`src/rtl/i2c_target_phy_if.sv`:
```
// rtl/i2c_target_phy_if.sv - pin and byte-stream bundle for the I2C target engine
//
// Ports (slave = target engine side, master = bus/host side):
//   scl_i, sda_i        pin levels seen on the bus
//   scl_o/scl_t         SCL drive value / tristate (1 = released)
//   sda_o/sda_t         SDA drive value / tristate (1 = released)
//   rx_data, rx_valid   received write byte, one-cycle valid pulse
//   tx_data, tx_valid   byte offered for a read
//   tx_ready            target requests a read byte
//   rw, busy            R/W bit of the transaction, addressed flag
//   start_det, stop_det one-cycle START / STOP pulses

interface i2c_target_phy_if;
  logic       scl_i;
  logic       sda_i;
  logic       scl_o;
  logic       scl_t;
  logic       sda_o;
  logic       sda_t;
  logic [7:0] rx_data;
  logic       rx_valid;
  logic [7:0] tx_data;
  logic       tx_valid;
  logic       tx_ready;
  logic       rw;
  logic       busy;
  logic       start_det;
  logic       stop_det;

  modport slave (
    input  scl_i, sda_i, tx_data, tx_valid,
    output scl_o, scl_t, sda_o, sda_t, rx_data, rx_valid,
           tx_ready, rw, busy, start_det, stop_det
  );

  modport master (
    output scl_i, sda_i, tx_data, tx_valid,
    input  scl_o, scl_t, sda_o, sda_t, rx_data, rx_valid,
           tx_ready, rw, busy, start_det, stop_det
  );
endinterface

```
`src/rtl/i2c_target_phy.sv`:
```
// rtl/i2c_target_phy.sv - byte-level I2C target engine with clock stretching
//
// Ports:
//   clk   system clock
//   rst   asynchronous active-high reset
//   bus   i2c_target_phy_if.slave: open-drain SCL/SDA pin pairs plus the
//         rx (write) / tx (read) byte handshake and status pulses
// Parameter:
//   TARGET_ADDR  7-bit address this target answers to

module i2c_target_phy #(
  parameter logic [6:0] TARGET_ADDR = 7'h50
) (
  input logic             clk,
  input logic             rst,
  i2c_target_phy_if.slave bus
);

  typedef enum logic [3:0] {
    S_IDLE,
    S_ADDR,
    S_ADDR_ACK,
    S_WRITE,
    S_WRITE_ACK,
    S_READ_LOAD,
    S_READ,
    S_READ_ACK,
    S_IGNORE
  } state_e;

  // Synchronisers; reset to 1 so the idle bus produces no edge after reset.
  logic scl_meta_q, scl_sync_q, scl_prev_q;
  logic sda_meta_q, sda_sync_q, sda_prev_q;

  state_e     state_q, state_d;
  logic [7:0] shift_q, shift_d;
  logic [3:0] bitcnt_q, bitcnt_d;
  logic       phase_q, phase_d;      // first/second edge inside an ACK slot
  logic       sda_low_q, sda_low_d;
  logic       scl_low_q, scl_low_d;
  logic [7:0] rx_data_q, rx_data_d;
  logic       rx_valid_q, rx_valid_d;
  logic       tx_ready_q, tx_ready_d;
  logic       rw_q, rw_d;
  logic       busy_q, busy_d;
  logic       start_det_q, start_det_d;
  logic       stop_det_q, stop_det_d;

  logic       scl_rise, scl_fall, sda_rise, sda_fall;
  logic       start_ev, stop_ev;
  logic [7:0] shift_in;

  assign scl_rise = scl_sync_q & ~scl_prev_q;
  assign scl_fall = ~scl_sync_q & scl_prev_q;
  assign sda_rise = sda_sync_q & ~sda_prev_q;
  assign sda_fall = ~sda_sync_q & sda_prev_q;
  // SCL must be high in both samples so an SDA change right at SCL fall is data
  assign start_ev = sda_fall & scl_sync_q & scl_prev_q;
  assign stop_ev  = sda_rise & scl_sync_q & scl_prev_q;
  assign shift_in = {shift_q[6:0], sda_sync_q};

  // State register
  always_ff @(posedge clk or posedge rst) begin
    if (rst) begin
      scl_meta_q  <= 1'b1;
      scl_sync_q  <= 1'b1;
      scl_prev_q  <= 1'b1;
      sda_meta_q  <= 1'b1;
      sda_sync_q  <= 1'b1;
      sda_prev_q  <= 1'b1;
      state_q     <= S_IDLE;
      shift_q     <= 8'h00;
      bitcnt_q    <= 4'd0;
      phase_q     <= 1'b0;
      sda_low_q   <= 1'b0;
      scl_low_q   <= 1'b0;
      rx_data_q   <= 8'h00;
      rx_valid_q  <= 1'b0;
      tx_ready_q  <= 1'b0;
      rw_q        <= 1'b0;
      busy_q      <= 1'b0;
      start_det_q <= 1'b0;
      stop_det_q  <= 1'b0;
    end else begin
      scl_meta_q  <= bus.scl_i;
      scl_sync_q  <= scl_meta_q;
      scl_prev_q  <= scl_sync_q;
      sda_meta_q  <= bus.sda_i;
      sda_sync_q  <= sda_meta_q;
      sda_prev_q  <= sda_sync_q;
      state_q     <= state_d;
      shift_q     <= shift_d;
      bitcnt_q    <= bitcnt_d;
      phase_q     <= phase_d;
      sda_low_q   <= sda_low_d;
      scl_low_q   <= scl_low_d;
      rx_data_q   <= rx_data_d;
      rx_valid_q  <= rx_valid_d;
      tx_ready_q  <= tx_ready_d;
      rw_q        <= rw_d;
      busy_q      <= busy_d;
      start_det_q <= start_det_d;
      stop_det_q  <= stop_det_d;
    end
  end

  // Next-state logic
  always_comb begin
    state_d     = state_q;
    shift_d     = shift_q;
    bitcnt_d    = bitcnt_q;
    phase_d     = phase_q;
    sda_low_d   = sda_low_q;
    scl_low_d   = scl_low_q;
    rx_data_d   = rx_data_q;
    rx_valid_d  = 1'b0;
    tx_ready_d  = tx_ready_q;
    rw_d        = rw_q;
    busy_d      = busy_q;
    start_det_d = 1'b0;
    stop_det_d  = 1'b0;

    if (stop_ev) begin
      stop_det_d = 1'b1;
      state_d    = S_IDLE;
      sda_low_d  = 1'b0;
      scl_low_d  = 1'b0;
      tx_ready_d = 1'b0;
      busy_d     = 1'b0;
    end else if (start_ev) begin
      // busy is left alone: a repeated START keeps it until the new address
      start_det_d = 1'b1;
      state_d     = S_ADDR;
      bitcnt_d    = 4'd0;
      phase_d     = 1'b0;
      sda_low_d   = 1'b0;
      scl_low_d   = 1'b0;
      tx_ready_d  = 1'b0;
    end else begin
      case (state_q)
        S_IDLE: begin
        end

        S_ADDR: begin
          if (scl_rise) begin
            shift_d  = shift_in;
            bitcnt_d = bitcnt_q + 4'd1;
            if (bitcnt_q == 4'd7) begin
              if (shift_in[7:1] == TARGET_ADDR) begin
                rw_d    = shift_in[0];
                busy_d  = 1'b1;
                phase_d = 1'b0;
                state_d = S_ADDR_ACK;
              end else begin
                busy_d  = 1'b0;
                state_d = S_IGNORE;
              end
            end
          end
        end

        S_ADDR_ACK: begin
          if (scl_fall) begin
            if (!phase_q) begin
              sda_low_d = 1'b1;
              phase_d   = 1'b1;
            end else begin
              phase_d   = 1'b0;
              bitcnt_d  = 4'd0;
              sda_low_d = 1'b0;
              if (rw_q) begin
                scl_low_d  = 1'b1;
                tx_ready_d = 1'b1;
                state_d    = S_READ_LOAD;
              end else begin
                state_d = S_WRITE;
              end
            end
          end
        end

        S_WRITE: begin
          if (scl_rise) begin
            shift_d  = shift_in;
            bitcnt_d = bitcnt_q + 4'd1;
            if (bitcnt_q == 4'd7) begin
              rx_data_d  = shift_in;
              rx_valid_d = 1'b1;
              phase_d    = 1'b0;
              state_d    = S_WRITE_ACK;
            end
          end
        end

        S_WRITE_ACK: begin
          if (scl_fall) begin
            if (!phase_q) begin
              sda_low_d = 1'b1;
              phase_d   = 1'b1;
            end else begin
              sda_low_d = 1'b0;
              phase_d   = 1'b0;
              bitcnt_d  = 4'd0;
              state_d   = S_WRITE;
            end
          end
        end

        S_READ_LOAD: begin
          // SCL is held low here, so SDA may change in the transfer cycle
          if (bus.tx_valid && tx_ready_q) begin
            shift_d    = bus.tx_data;
            sda_low_d  = ~bus.tx_data[7];
            tx_ready_d = 1'b0;
            scl_low_d  = 1'b0;
            bitcnt_d   = 4'd0;
            state_d    = S_READ;
          end
        end

        S_READ: begin
          if (scl_fall) begin
            if (bitcnt_q == 4'd7) begin
              sda_low_d = 1'b0;
              phase_d   = 1'b0;
              state_d   = S_READ_ACK;
            end else begin
              shift_d   = {shift_q[6:0], 1'b1};
              sda_low_d = ~shift_q[6];
              bitcnt_d  = bitcnt_q + 4'd1;
            end
          end
        end

        S_READ_ACK: begin
          if (!phase_q) begin
            if (scl_rise) begin
              if (sda_sync_q) begin
                state_d = S_IGNORE;
              end else begin
                phase_d = 1'b1;
              end
            end
          end else if (scl_fall) begin
            phase_d    = 1'b0;
            scl_low_d  = 1'b1;
            tx_ready_d = 1'b1;
            state_d    = S_READ_LOAD;
          end
        end

        S_IGNORE: begin
          sda_low_d = 1'b0;
          scl_low_d = 1'b0;
        end

        default: begin
          state_d = S_IDLE;
        end
      endcase
    end
  end

  // Outputs: pins are only ever pulled low or released, never driven high
  always_comb begin
    bus.sda_o     = ~sda_low_q;
    bus.sda_t     = ~sda_low_q;
    bus.scl_o     = ~scl_low_q;
    bus.scl_t     = ~scl_low_q;
    bus.rx_data   = rx_data_q;
    bus.rx_valid  = rx_valid_q;
    bus.tx_ready  = tx_ready_q;
    bus.rw        = rw_q;
    bus.busy      = busy_q;
    bus.start_det = start_det_q;
    bus.stop_det  = stop_det_q;
  end

endmodule

```
`src/flat_wrapper.sv`:
```
// flat-port wrapper written by rule: the top's interface ports become plain ports
module i2c_target_phy_flat 
#(
  parameter logic [6:0] TARGET_ADDR = 7'h50
)
  (clk, rst, bus_scl_i, bus_sda_i, bus_tx_data, bus_tx_valid, bus_scl_o, bus_scl_t, bus_sda_o, bus_sda_t, bus_rx_data, bus_rx_valid, bus_tx_ready, bus_rw, bus_busy, bus_start_det, bus_stop_det);
  i2c_target_phy_if bus_i ();
  input logic clk;
  input logic rst;
  input wire logic [$bits(bus_i.scl_i)-1:0] bus_scl_i;
  input wire logic [$bits(bus_i.sda_i)-1:0] bus_sda_i;
  input wire logic [$bits(bus_i.tx_data)-1:0] bus_tx_data;
  input wire logic [$bits(bus_i.tx_valid)-1:0] bus_tx_valid;
  output wire logic [$bits(bus_i.scl_o)-1:0] bus_scl_o;
  output wire logic [$bits(bus_i.scl_t)-1:0] bus_scl_t;
  output wire logic [$bits(bus_i.sda_o)-1:0] bus_sda_o;
  output wire logic [$bits(bus_i.sda_t)-1:0] bus_sda_t;
  output wire logic [$bits(bus_i.rx_data)-1:0] bus_rx_data;
  output wire logic [$bits(bus_i.rx_valid)-1:0] bus_rx_valid;
  output wire logic [$bits(bus_i.tx_ready)-1:0] bus_tx_ready;
  output wire logic [$bits(bus_i.rw)-1:0] bus_rw;
  output wire logic [$bits(bus_i.busy)-1:0] bus_busy;
  output wire logic [$bits(bus_i.start_det)-1:0] bus_start_det;
  output wire logic [$bits(bus_i.stop_det)-1:0] bus_stop_det;
  assign bus_i.scl_i = bus_scl_i;
  assign bus_i.sda_i = bus_sda_i;
  assign bus_i.tx_data = bus_tx_data;
  assign bus_i.tx_valid = bus_tx_valid;
  assign bus_scl_o = bus_i.scl_o;
  assign bus_scl_t = bus_i.scl_t;
  assign bus_sda_o = bus_i.sda_o;
  assign bus_sda_t = bus_i.sda_t;
  assign bus_rx_data = bus_i.rx_data;
  assign bus_rx_valid = bus_i.rx_valid;
  assign bus_tx_ready = bus_i.tx_ready;
  assign bus_rw = bus_i.rw;
  assign bus_busy = bus_i.busy;
  assign bus_start_det = bus_i.start_det;
  assign bus_stop_det = bus_i.stop_det;
  i2c_target_phy #(.TARGET_ADDR(TARGET_ADDR)) u_core (.clk(clk), .rst(rst), .bus(bus_i));
endmodule
```
`config.mk`:
```
export PLATFORM = sky130hd
export DESIGN_NAME = i2c_target_phy_flat
export DESIGN_NICKNAME = d
export VERILOG_FILES = /design/src/rtl/i2c_target_phy_if.sv /design/src/rtl/i2c_target_phy.sv /design/src/flat_wrapper.sv
export SDC_FILE = /design/constraint.sdc
export NUM_CORES = 1
export LEC_CHECK = 0
export ABC_AREA = 1
export BUFFER_PORTS_ARGS = -buffer_cell sky130_fd_sc_hd__buf_2
export CAP_MARGIN = 40
export CORE_AREA = 2 2 66 68
export CTS_BUF_LIST = sky130_fd_sc_hd__clkbuf_4 sky130_fd_sc_hd__clkbuf_8 sky130_fd_sc_hd__clkbuf_16
export CTS_CLUSTER_SIZE = 25
export DETAILED_ROUTE_END_ITERATION = 7
export DIE_AREA = 0 0 68 70
export PLACE_DENSITY = 0.8
export RECOVER_POWER = 25
export SLEW_MARGIN = 20
export SYNTH_ARGS = -nofsm -noshare
export SYNTH_HDL_FRONTEND = slang
export SYNTH_SLANG_ARGS = --single-unit
export TNS_END_PERCENT = 50
```
`constraint.sdc`:
```
create_clock -name clk -period 4.7 [get_ports clk]
set_input_delay 0.47 -clock clk [delete_from_list [all_inputs] [get_ports clk]]
set_output_delay 0.47 -clock clk [all_outputs]
set_load 0.1 [all_outputs]
```
**Yosys cells after proc, flatten, opt, wreduce, memory -nomap -nowiden**

Cells that the tools add are included.

- Equal/unequal tests: 44
- Multiplexer cells: 79
- Add/sub/neg operators: 1
- Reduce and logical (&&, ||, !) cells: 24
- Bitwise operators: 18

Operator list:

| operator | count |
|---|---|
| $mux W4 | 25 |
| $ne A4 B1 Y1 const B | 15 |
| $mux W1 | 42 |
| $pmux W4 S8 | 1 |
| $ne A3 B1 Y1 const B | 10 |
| $mux W7 | 4 |
| $pmux W7 S3 | 1 |
| $reduce_and A7 Y1 | 3 |
| $eq A4 B3 Y1 const B | 5 |
| $reduce_bool A6 Y1 | 3 |
| $pmux W4 S4 | 1 |
| $reduce_and A8 Y1 | 2 |
| $reduce_and A15 Y1 | 1 |
| $ne A5 B1 Y1 const B | 2 |
| $not A1 Y1 | 10 |
| $reduce_bool A5 Y1 | 2 |
| $and A1 B1 Y1 | 8 |
| $eq A4 B2 Y1 const B | 2 |
| $pmux W1 S4 | 2 |
| $reduce_and A4 Y1 | 2 |
| $eq A7 B7 Y1 const B | 1 |
| $ne A2 B1 Y1 const B | 3 |
| $reduce_and A6 Y1 | 1 |
| $reduce_bool A2 Y1 | 3 |
| 14 further kinds | 17 |

- Output and inout bits: 18
- Logic and storage cells: 185
- Register bits after elaboration: 38

**Logic depth before layout (Yosys ltp)**

Gate-level depths: netlist of run 1.

- Depth after elaboration: 7
- Depth in mapped cells: 12

**Worst setup path after synthesis of run 1**

Ideal clock, no wire load.

- Kind: register to register
- Start point: reg u_core.tx_ready_q, in the netlist u_core.bus.tx_ready
- End point: reg u_core.shift_q[0]
- Stages on the path, launching flop included: 9
- Setup time: 0.123 ns
- Period minus slack after synthesis: 1.857 ns
- Slack: 2.843 ns
- Path buffers: 1
- Arrival: 1.734 ns
- Cells stage by stage: dfrtp_1 > nand2_1 > nand2_2 > nand2_1 > nor2_1 > nand3_2 > buf_2 > nand2_1 > o21ai_1

- Word-level cells in the longest chain between the ends: 3

RTL lines:

| item | RTL line | source |
|---|---|---|
| start, declared | i2c_target_phy.sv:43 | `logic tx_ready_q, tx_ready_d;` |
| start signal, assigned | i2c_target_phy.sv:99 | `tx_ready_q <= tx_ready_d;` |
| $logic_and A1 B1 Y1 | i2c_target_phy.sv:211 | `if (bus.tx_valid && tx_ready_q) begin` |
| $ne A2 B1 Y1 (no source line) | - |  |
| $reduce_and A7 Y1 (no source line) | - |  |
| end signal, assigned | i2c_target_phy.sv:92 | `shift_q <= shift_d;` |
| end, declared | i2c_target_phy.sv:36 | `logic [7:0] shift_q, shift_d;` |

No other way between the ends.
A chain may end at the register's enable or synchronous reset.

**Worst setup path after layout of run 1**

- Start point: reg u_core.scl_sync_q
- End point: reg u_core.state_q[0]

- Word-level cells in the longest chain between the ends: 4
- Elaborated cells between the ends (all ways): 25
- Those cells by class: eq/ne: 15; mux: 2; bitwise: 7; reduce/logical: 1

RTL lines:

| item | RTL line | source |
|---|---|---|
| start, declared | i2c_target_phy.sv:32 | `logic scl_meta_q, scl_sync_q, scl_prev_q;` |
| start signal, assigned | i2c_target_phy.sv:86 | `scl_sync_q <= scl_meta_q;` |
| $and A1 B1 Y1 (tied with other cells) | i2c_target_phy.sv:59 | `assign stop_ev = sda_rise & scl_sync_q & scl_prev_q;` |
| $and A1 B1 Y1, on equally long branches | i2c_target_phy.sv:59, i2c_target_phy.sv:58, i2c_target_phy.sv:54 |  |
| $ne A5 B1 Y1 (no source line) (tied with other cells) | - |  |
| $reduce_and A15 Y1 (no source line) / $mux W4 (equally long branches) | - |  |
| end signal, assigned | i2c_target_phy.sv:91 | `state_q <= state_d;` |
| end, declared | i2c_target_phy.sv:35 | `state_e state_q, state_d;` |

Parallel ways exist; a longest one is shown, timed or not.

==> results of run 1 <==
## stage by stage
stage / hold WS (ns) / cell area [µm²]
6_report: 0.264 / 2590
4_1_cts: 0.252 / 2600
5_1_grt: 0.245 / 2590
2_1_floorplan: 0.345 / 2330
3_3_place_gp: 0.346 / 2500
3_5_place_dp: 0.347 / 2500
## placed cells by master, fill, tap and decap left out, types with 7 or more instances in the layout
cell,instances
nand2_1,98
nand2_2,8
dfrtp_1,32
nor2_1,50
o21ai_1,18
o21ai_0,18
a21oi_1,7
buf_2,30
inv_1,32
nand3_1,29
## routing by layer
layer	routed length, µm	global-route usage	up-vias
met1	2470	0.344	1014
met4	144	0.116	0
li1	-	-	1127
met2	2630	0.394	69
met3	308	0.0676	13
met5	0	0	-
## layout make-up
| class | instances | area [µm²] | area share |
|---|---|---|---|
| clock inverters | 2 | 12.5 | 0.00482 |
| flip-flops and latches | 38 | 958 | 0.370 |
| multi-input cells | 252 | 1180 | 0.454 |
| inverters | 38 | 143 | 0.0550 |
| well taps | 52 | 65.1 | 0.0251 |
| repair buffers | 31 | 154 | 0.0593 |
| clock buffers | 6 | 82.6 | 0.0318 |
## where the power goes
part | internal [µW] | switching (µW) | leakage [µW]
Sequential | 375 | 38.0 | 0.000495
Combinational | 92.7 | 292 | 0.000923
Clock | 118 | 123 | 0.0000472
## flip-flops by register name (all words and copies together) (netlist names)
register / cells
u_core.bus.stop_det: 1
u_core.bus.rx_data: 8
u_core.shift_q: 7
u_core.bitcnt_q: 4
u_core.scl_low_q: 1
u_core.scl_prev_q: 1
u_core.sda_low_q: 1
u_core.bus.rx_valid: 1
u_core.phase_q: 1
u_core.bus.tx_ready: 1
u_core.bus.start_det: 1
u_core.state_q: 4
u_core.bus.busy: 1
u_core.scl_meta_q: 1
u_core.sda_prev_q: 1
u_core.sda_sync_q: 1
u_core.scl_sync_q: 1
u_core.bus.rw: 1
u_core.sda_meta_q: 1
## cell families after synthesis
| kind of cell | Yosys count | share of synthesized area |
|---|---|---|
| XOR/XNOR | 1 | 0.00376 |
| AND/OR/NAND/NOR | 204 | 0.395 |
| multiplexers | 1 | 0.00430 |
| AO/OA/AOI/OAI | 45 | 0.0984 |
| adder cells (fa/ha/maj) | 1 | 0.00538 |
| buffers and inverters | 45 | 0.0817 |
| flip-flops | 38 | 0.412 |
## worst paths after layout
kind	startpoint	endpoint	slack, ns	cells past startpoint
setup / recovery	u_core.scl_sync_q	u_core.state_q[0]	2.60	9
hold / removal	bus_scl_i	u_core.scl_meta_q	0.26	1
setup reg to reg	u_core.scl_sync_q	u_core.state_q[0]	2.60	9
hold reg to reg	u_core.sda_meta_q	u_core.sda_sync_q	0.36	0
max in group asynchronous	rst	u_core.bus.stop_det	2.66	3
min in group asynchronous	rst	u_core.bitcnt_q[3]	0.89	3
==> impl_metrics.ini, run 1 <==
[sta]
slew_violations = 39
setup_viol = 0
relSlewSlack = -0.339
max_freq_mhz = 476
clock_skew_ns = 0.00492
worst_pin_slew_ns = 2.01
min_period_ns = 2.10
rsz0062_at_grt = false
setup-tns-final_ns = 0
setup_slack_ns = 2.60
period_share = 0.447
hold_viol_final = 0

[yosys]
synth_area_mm2 = 0.00233
synth_most_common_cell = nand2_1
synth_commonest_cells = nand2_1 (98), nor2_1 (50), dfrtp_1 (32), inv_1 (32), nand3_1 (29)
netlist.area_leader.share = 0.344
synth_edf_count = 0
syn_area_per_cell_um2 = 6.95
synthCells = 335
synth_seq_cells = 38
yosysWarnings = 0
ys.flop_type = dfrtp_1
synth_area_leaders = dfrtp_1 (34%), nand2_1 (16%), nor2_1 (8.1%)
synth_fp_nets = 349
yosysSeqAreaShare = 0.412
async_reset_ff_frac = 1.00
yosysTopAreaCell = dfrtp_1
yosysUniqueCellTypes = 31

[pwr]
vdd_drop_max_mv = 0.210
power.leakage_uw = 0.00147
p_per_area_mw_per_mm2 = 401
p_total_uw = 1040

[placement]
port-buffer-count = 30
pre_cts_slack_ns = 2.71
dp.cells = 411
routabilityCongestion = 0.960
dp_hpwl_mm = 4.26

[setup_path]
worstPathRequired_ns = 4.89
path_common_cell = nand2_1
slowest_delay_ns = 0.69
path_buf_inv = 1
start_kind = flop
cpMaxStageDelayCell = dfstp_1
cp-end-kind = flop
crit_family = simple AND/OR/NAND/NOR gates
crit_type = flop to flop
crit_arrival_ns = 2.29
worstPathCellList = nand4_2 -> nand2_2 -> inv_2 -> nand2_1 -> nand3_1 -> nor2_4 -> nand2_4 -> nand2_1 -> nand2_1
worstPathMaxFanout = 14

[routing]
drt-total-wl_mm = 5.55
wl_per_cell_um = 13.3
drcViolationCount = 0
dr.pass1.iters = 4
vias_per_cell = 5.31
drtAntennaViolNets = 0
drt_iter0_drc = 185
vias = 2223

[run_status]
status = finished, violations left
violations = capacitance limit, slew limit

[cts]
hold_buffers = 0
tritoncts = done
post_cts_resize_count = 0
clock-sinks = 38
numCtsBuffers = 5
cts_root_buf = clkbuf_8
cts_setup_buffers = 0
clk_pin_slew_worst_paths_ns = 0.08
ctsLongestPathBuffers = 2
clkLatencyLatePin_ns = 0.30
htreeDepth = 2

[die]
num_rows = 24
fp.dieW_um = 68
core_area_mm2 = 0.00414
dieHeight_um = 70
dieArea_mm2 = 0.00476
boundaryPins = 31
initial_core_util = 0.562

[final_layout]
layout.cells.non_filler = 419
drive_above_1_share = 0.188
num-fill-cells = 383
fin_util = 0.626
area_delta_synth_final_pct = 11.5
num_antenna_cells = 0
nNetsFinal = 380

[grt]
grt-ovfl-total = 0
antenna_found_initial = 0
grt_pass1_vias = 2107
grt_max_degree = 39
grt_pass1_wl_mm = 9.33
track_usage = 0.260

[worst_hold_path]
hp-class = input pin to flop

[flow_run]
maxCapViolations = 1
(Power assumes the default switching activity.)
==> run 2, diff against run 1 <==
Settings changed: ABC_AREA 1 to 0, CORE_AREA 2 2 66 68 to 2 2 70 72, DIE_AREA 0 0 68 70 to 0 0 72 74, PLACE_DENSITY 0.8 to 0.74.
Clock period 4.7 ns to 1.8 ns, I/O delays scaled along.
==> impl_metrics.ini, run 2 <==
[grt]
grt_max_degree = 39
grt_pass1_vias = 2170
track_usage = 0.260
grt-ovfl-total = 0
antenna_found_initial = 0
grt_pass1_wl_mm = 10.5

[sta]
clock_skew_ns = 0.00825
worst_pin_slew_ns = 0.522
min_period_ns = 1.95
rsz0062_at_grt = true
setup_slack_ns = -0.146
fin_hold_ws_ns = 0.0916
hold_viol_final = 0
setup-tns-final_ns = -0.711
setup_viol = 11
slew_violations = 0
period_share = 1.08
relSlewSlack = 0.648
max_freq_mhz = 514

[setup_path]
r2r_cells = 5
start_kind = flop
worstPathMaxFanout = 7
r2r_end = u_core.state_q[1]
crit_arrival_ns = 2.13
r2r_start = u_core.scl_sync_q
crit_type = flop to flop
cp-end-kind = flop
r2r_slack_ns = -0.15
worstPathRequired_ns = 1.99

[yosys]
yosysTopAreaCell = dfrtp_1
synth_compound_area_frac = 0.233
ys.flop_type = dfrtp_1
yosysSeqAreaShare = 0.417
netlist.area_leader.share = 0.348
synth_area_leaders = dfrtp_1 (35%), dfstp_2 (6.9%), mux2_2 (4.9%)
synthMuxAreaShare = 0.0881
synth_area_mm2 = 0.00230
synth_fp_nets = 250
synth_commonest_cells = dfrtp_1 (32), o21ai_0 (18), a21oi_1 (15), nand2_1 (15), nor2_1 (12)
synth_edf_count = 0
synth_most_common_cell = dfrtp_1
yosys.area_share.xor_xnor = 0.00381
yosysWarnings = 0
synth_top_family_by_area = compound AO/OA/AOI/OAI gates
yosysUniqueCellTypes = 66
synthCells = 236
synthAdderAreaFrac = 0.00544
synth_seq_cells = 38
yosys.area_share.simple = 0.191
async_reset_ff_frac = 1.00
syn_area_per_cell_um2 = 9.74

[worst_hold_path]
min_path_cells = 2
min_to = u_core.bus.tx_ready
hp-class = input pin to flop
hp-start = bus_tx_valid

[cts]
clock-sinks = 38
tritoncts = done
clk_pin_slew_worst_paths_ns = 0.08
cts_root_buf = clkbuf_8
numCtsBuffers = 5
htreeDepth = 2
clkLatencyLatePin_ns = 0.29
ctsLongestPathBuffers = 2

[final_layout]
drive_above_1_share = 0.495
area_delta_synth_final_pct = 43.8
final_cell_mix = buf_4 (60), buf_2 (31), dfrtp_1 (29)
num_antenna_cells = 0
nNetsFinal = 342
num-fill-cells = 302
largest_register_ffs = 8
mostFrequentLayoutCell = buf_4
final_cell_area_mm2 = 0.00331
layout.cells.non_filler = 383
fin_util = 0.719

[placement]
dp_hpwl_mm = 4.39
port-buffer-count = 30
dp.cells = 362
dpl_cell_area_mm2 = 0.00289
routabilityCongestion = 0.922

[run_status]
status = finished, violations left
violations = setup timing

[die]
initial_core_util = 0.500
boundaryPins = 31
num_rows = 25
dieHeight_um = 74
dieArea_mm2 = 0.00533
fp.dieW_um = 72
core_area_mm2 = 0.00460

[pwr]
power.leakage_uw = 0.00152
vdd_drop_max_mv = 0.720
p_per_area_mw_per_mm2 = 690

[routing]
dr.pass1.iters = 5
wl_per_cell_um = 17.9
drtAntennaViolNets = 0
drt-total-wl_mm = 6.85
vias_per_cell = 5.92
drt_iter0_drc = 201
vias = 2269
drcViolationCount = 0

[flow_run]
maxCapViolations = 0
-- run 2: cell type report --
class                   instances  area, µm²  area share
clock buffers                   5       68.8      0.0208
multi-input cells             170       1330       0.401
repair buffers                104        779       0.236
well taps                      54       67.6      0.0204
inverters                       9       33.8      0.0102
flip-flops and latches         38        962       0.291
clock inverters                 3       68.8      0.0208
-- run 2: worst max path at each step --
stage | to | cells past startpoint | from | slack [ns]
after CTS | u_core.state_q[1] | 5 | u_core.scl_sync_q | -0.14
after global placement | u_core.state_q[1] | 6 | u_core.state_q[2] | -0.15
after detailed placement | u_core.bitcnt_q[1] | 6 | u_core.state_q[2] | -0.13
after global routing | u_core.state_q[1] | 5 | u_core.scl_sync_q | -0.21
after floorplan | u_core.state_q[2] | 6 | u_core.scl_sync_q | -0.12
final | u_core.state_q[1] | 5 | u_core.scl_sync_q | -0.15
-- run 2: routing by layer --
metal,routed length (µm),vias to the layer above,GRT usage,part of all wire
met4,206,0,0.119,0.030
met5,0,-,0,0
met2,3330,93,0.421,0.49
met3,384,17,0.0407,0.056
met1,2930,1099,0.346,0.43
li1,-,1060,-,-
-- run 2: per-stage QoR --
stage / power (µW) / setup WS [ns]
final: 2280 / -0.146
after global routing: 2370 / -0.212
after CTS: 2250 / -0.141
after detailed placement: 1350 / -0.128
after global placement: 1340 / -0.150
after floorplan: 1200 / -0.119
-- run 2: kinds of logic (layout without fill, tap and decap cells) --
family                   Yosys count  in the layout
AND/OR/NAND/NOR                   70             70
AO/OA/AOI/OAI                     79             79
XOR/XNOR                           1              1
multiplexers                      19             19
flip-flops                        38             38
buffers and inverters             28            121
adder cells (fa/ha/maj)            1              1
-- run 2: report_power, final --
| group | leakage, µW | internal, µW | switching [µW] |
|---|---|---|---|
| logic | 0.000961 | 195 | 240 |
| registers | 0.000495 | 918 | 54.7 |
| clock network | 0.0000683 | 555 | 320 |
-- run 2: what timing repair did --
item | 4_1_cts | 5_1_grt
cloned | 0 | 3
endpoints found under the setup margin | 26 | 27
gates resized for setup | 9 | 30
hold endpoints to repair | 21 | 0
hold buffers | 3 | 0
buffers inserted | 2 | 5
pin swaps | 6 | 14
-- run 2: critical path: stages (launching register included) --
cell	delay [ns]
dfstp_2	0.58
and3b_1	0.22
or3_1	0.33
a311o_1	0.32
and3_4	0.16
a32o_1	0.23
==> run 3, diff against run 2 <==
Settings changed: SKIP_LAST_GASP set to 1.
==> impl_metrics.ini, run 3 (same netlist as run 2, synthesis figures left out) <==
[sta]
worst_pin_slew_ns = 0.495
clock_skew_ns = 0.00622
fin_hold_ws_ns = 0.0839
relSlewSlack = 0.662
period_share = 1.08
setup_slack_ns = -0.153
slew_violations = 0
max_freq_mhz = 512
hold_viol_final = 0
rsz0062_at_grt = true
min_period_ns = 1.95
setup_viol = 12

[setup_path]
crit_family = simple AND/OR/NAND/NOR gates
path_buf_inv = 0
crit_type = flop to flop
cp-end-kind = flop
worstPathMaxFanout = 7
worstPathRequired_ns = 1.99
worstPathCellList = and3b_1 -> or3_1 -> a311o_1 -> and3_4 -> a32o_1
cpMaxStageDelayCell = dfstp_2
crit_arrival_ns = 2.14
start_kind = flop
slowest_delay_ns = 0.58

[final_layout]
drive_above_1_share = 0.486
fin_util = 0.713
final_cell_area_mm2 = 0.00328
final_cell_mix = buf_4 (61), buf_2 (31), dfrtp_1 (29)
nNetsFinal = 342
layout.cells.non_filler = 383
largest_register_ffs = 8
mostFrequentLayoutCell = buf_4
area_delta_synth_final_pct = 42.6
num_antenna_cells = 0

[cts]
ctsLongestPathBuffers = 2
clkLatencyLatePin_ns = 0.30
htreeDepth = 2
clock-sinks = 38
cts_root_buf = clkbuf_8
numCtsBuffers = 5
tritoncts = done
clk_pin_slew_worst_paths_ns = 0.08

[grt]
grt_pass1_vias = 2170
grt-ovfl-total = 0
grt_max_degree = 39
grt_pass1_wl_mm = 10.5
track_usage = 0.260
antenna_found_initial = 0

[die]
boundaryPins = 31
dieHeight_um = 74
fp.dieW_um = 72
initial_core_util = 0.500
dieArea_mm2 = 0.00533
core_area_mm2 = 0.00460
num_rows = 25

[pwr]
p_per_area_mw_per_mm2 = 698
power.leakage_uw = 0.00152
vdd_drop_max_mv = 0.718

[placement]
dp_hpwl_mm = 4.39
dp.cells = 362
port-buffer-count = 30
dpl_cell_area_mm2 = 0.00289
pre_cts_slack_ns = -0.128
routabilityCongestion = 0.922

[routing]
vias = 2302
vias_per_cell = 6.01
drt_iter0_drc = 220
drtAntennaViolNets = 0
dr.pass1.iters = 5
drt-total-wl_mm = 6.83
drcViolationCount = 0
wl_per_cell_um = 17.8

[flow_run]
maxCapViolations = 0

[run_status]
violations = setup timing
status = finished, violations left

[worst_hold_path]
hp-class = input pin to flop
==> run 3: power by group <==
group | switching, µW | leakage (µW) | internal, µW
combinational | 239 | 0.000957 | 194
sequential | 55.3 | 0.000495 | 918
clock | 326 | 0.0000683 | 555
==> run 3: worst paths after layout <==
kind	startpoint	endpoint	slack [ns]	depth (start not counted)
max in group asynchronous	rst	u_core.bus.tx_ready	0.92	4
hold reg to reg	u_core.sda_meta_q	u_core.sda_sync_q	0.36	0
min in group asynchronous	rst	u_core.bitcnt_q[0]	0.53	4
setup / recovery	u_core.scl_sync_q	u_core.state_q[1]	-0.15	5
setup reg to reg	u_core.scl_sync_q	u_core.state_q[1]	-0.15	5
hold / removal	bus_tx_valid	u_core.bus.tx_ready	0.08	2
==> run 3: per-stage QoR <==
| step | power [µW] | setup TNS (ns) |
|---|---|---|
| floorplan | 1200 | -0.495 |
| global placement | 1340 | -0.588 |
| detailed placement | 1350 | -1.04 |
| CTS | 2250 | -0.924 |
| global route | 2370 | -2.50 |
| finish | 2290 | -0.996 |
==> run 3: repair_timing <==
item | in CTS | in global routing
buffers inserted | 2 | 5
hold buffers | 3 | 0
gates resized for setup | 9 | 25
pin swaps | 6 | 13
gates cloned | 0 | 3
setup endpoints to repair | 26 | 27
endpoints found under the hold margin | 21 | 0
==> run 3: final cells by class <==
| cell class | count | area [µm²] |
|---|---|---|
| Clock buffer | 5 | 68.8 |
| Multi-Input combinational cell | 170 | 1300 |
| Fill cell | 308 | 1320 |
| Sequential cell | 38 | 962 |
| Clock inverter | 3 | 68.8 |
| Tap cell | 54 | 67.6 |
| Timing Repair Buffer | 104 | 776 |
| Inverter | 9 | 33.8 |
==> run 3: routing by layer <==
| metal | GRT usage | up-vias | routed length (µm) |
|---|---|---|---|
| li1 | - | 1066 | - |
| met5 | 0 | - | 0 |
| met1 | 0.346 | 1110 | 2950 |
| met2 | 0.421 | 104 | 3230 |
| met4 | 0.119 | 0 | 228 |
| met3 | 0.0407 | 22 | 420 |
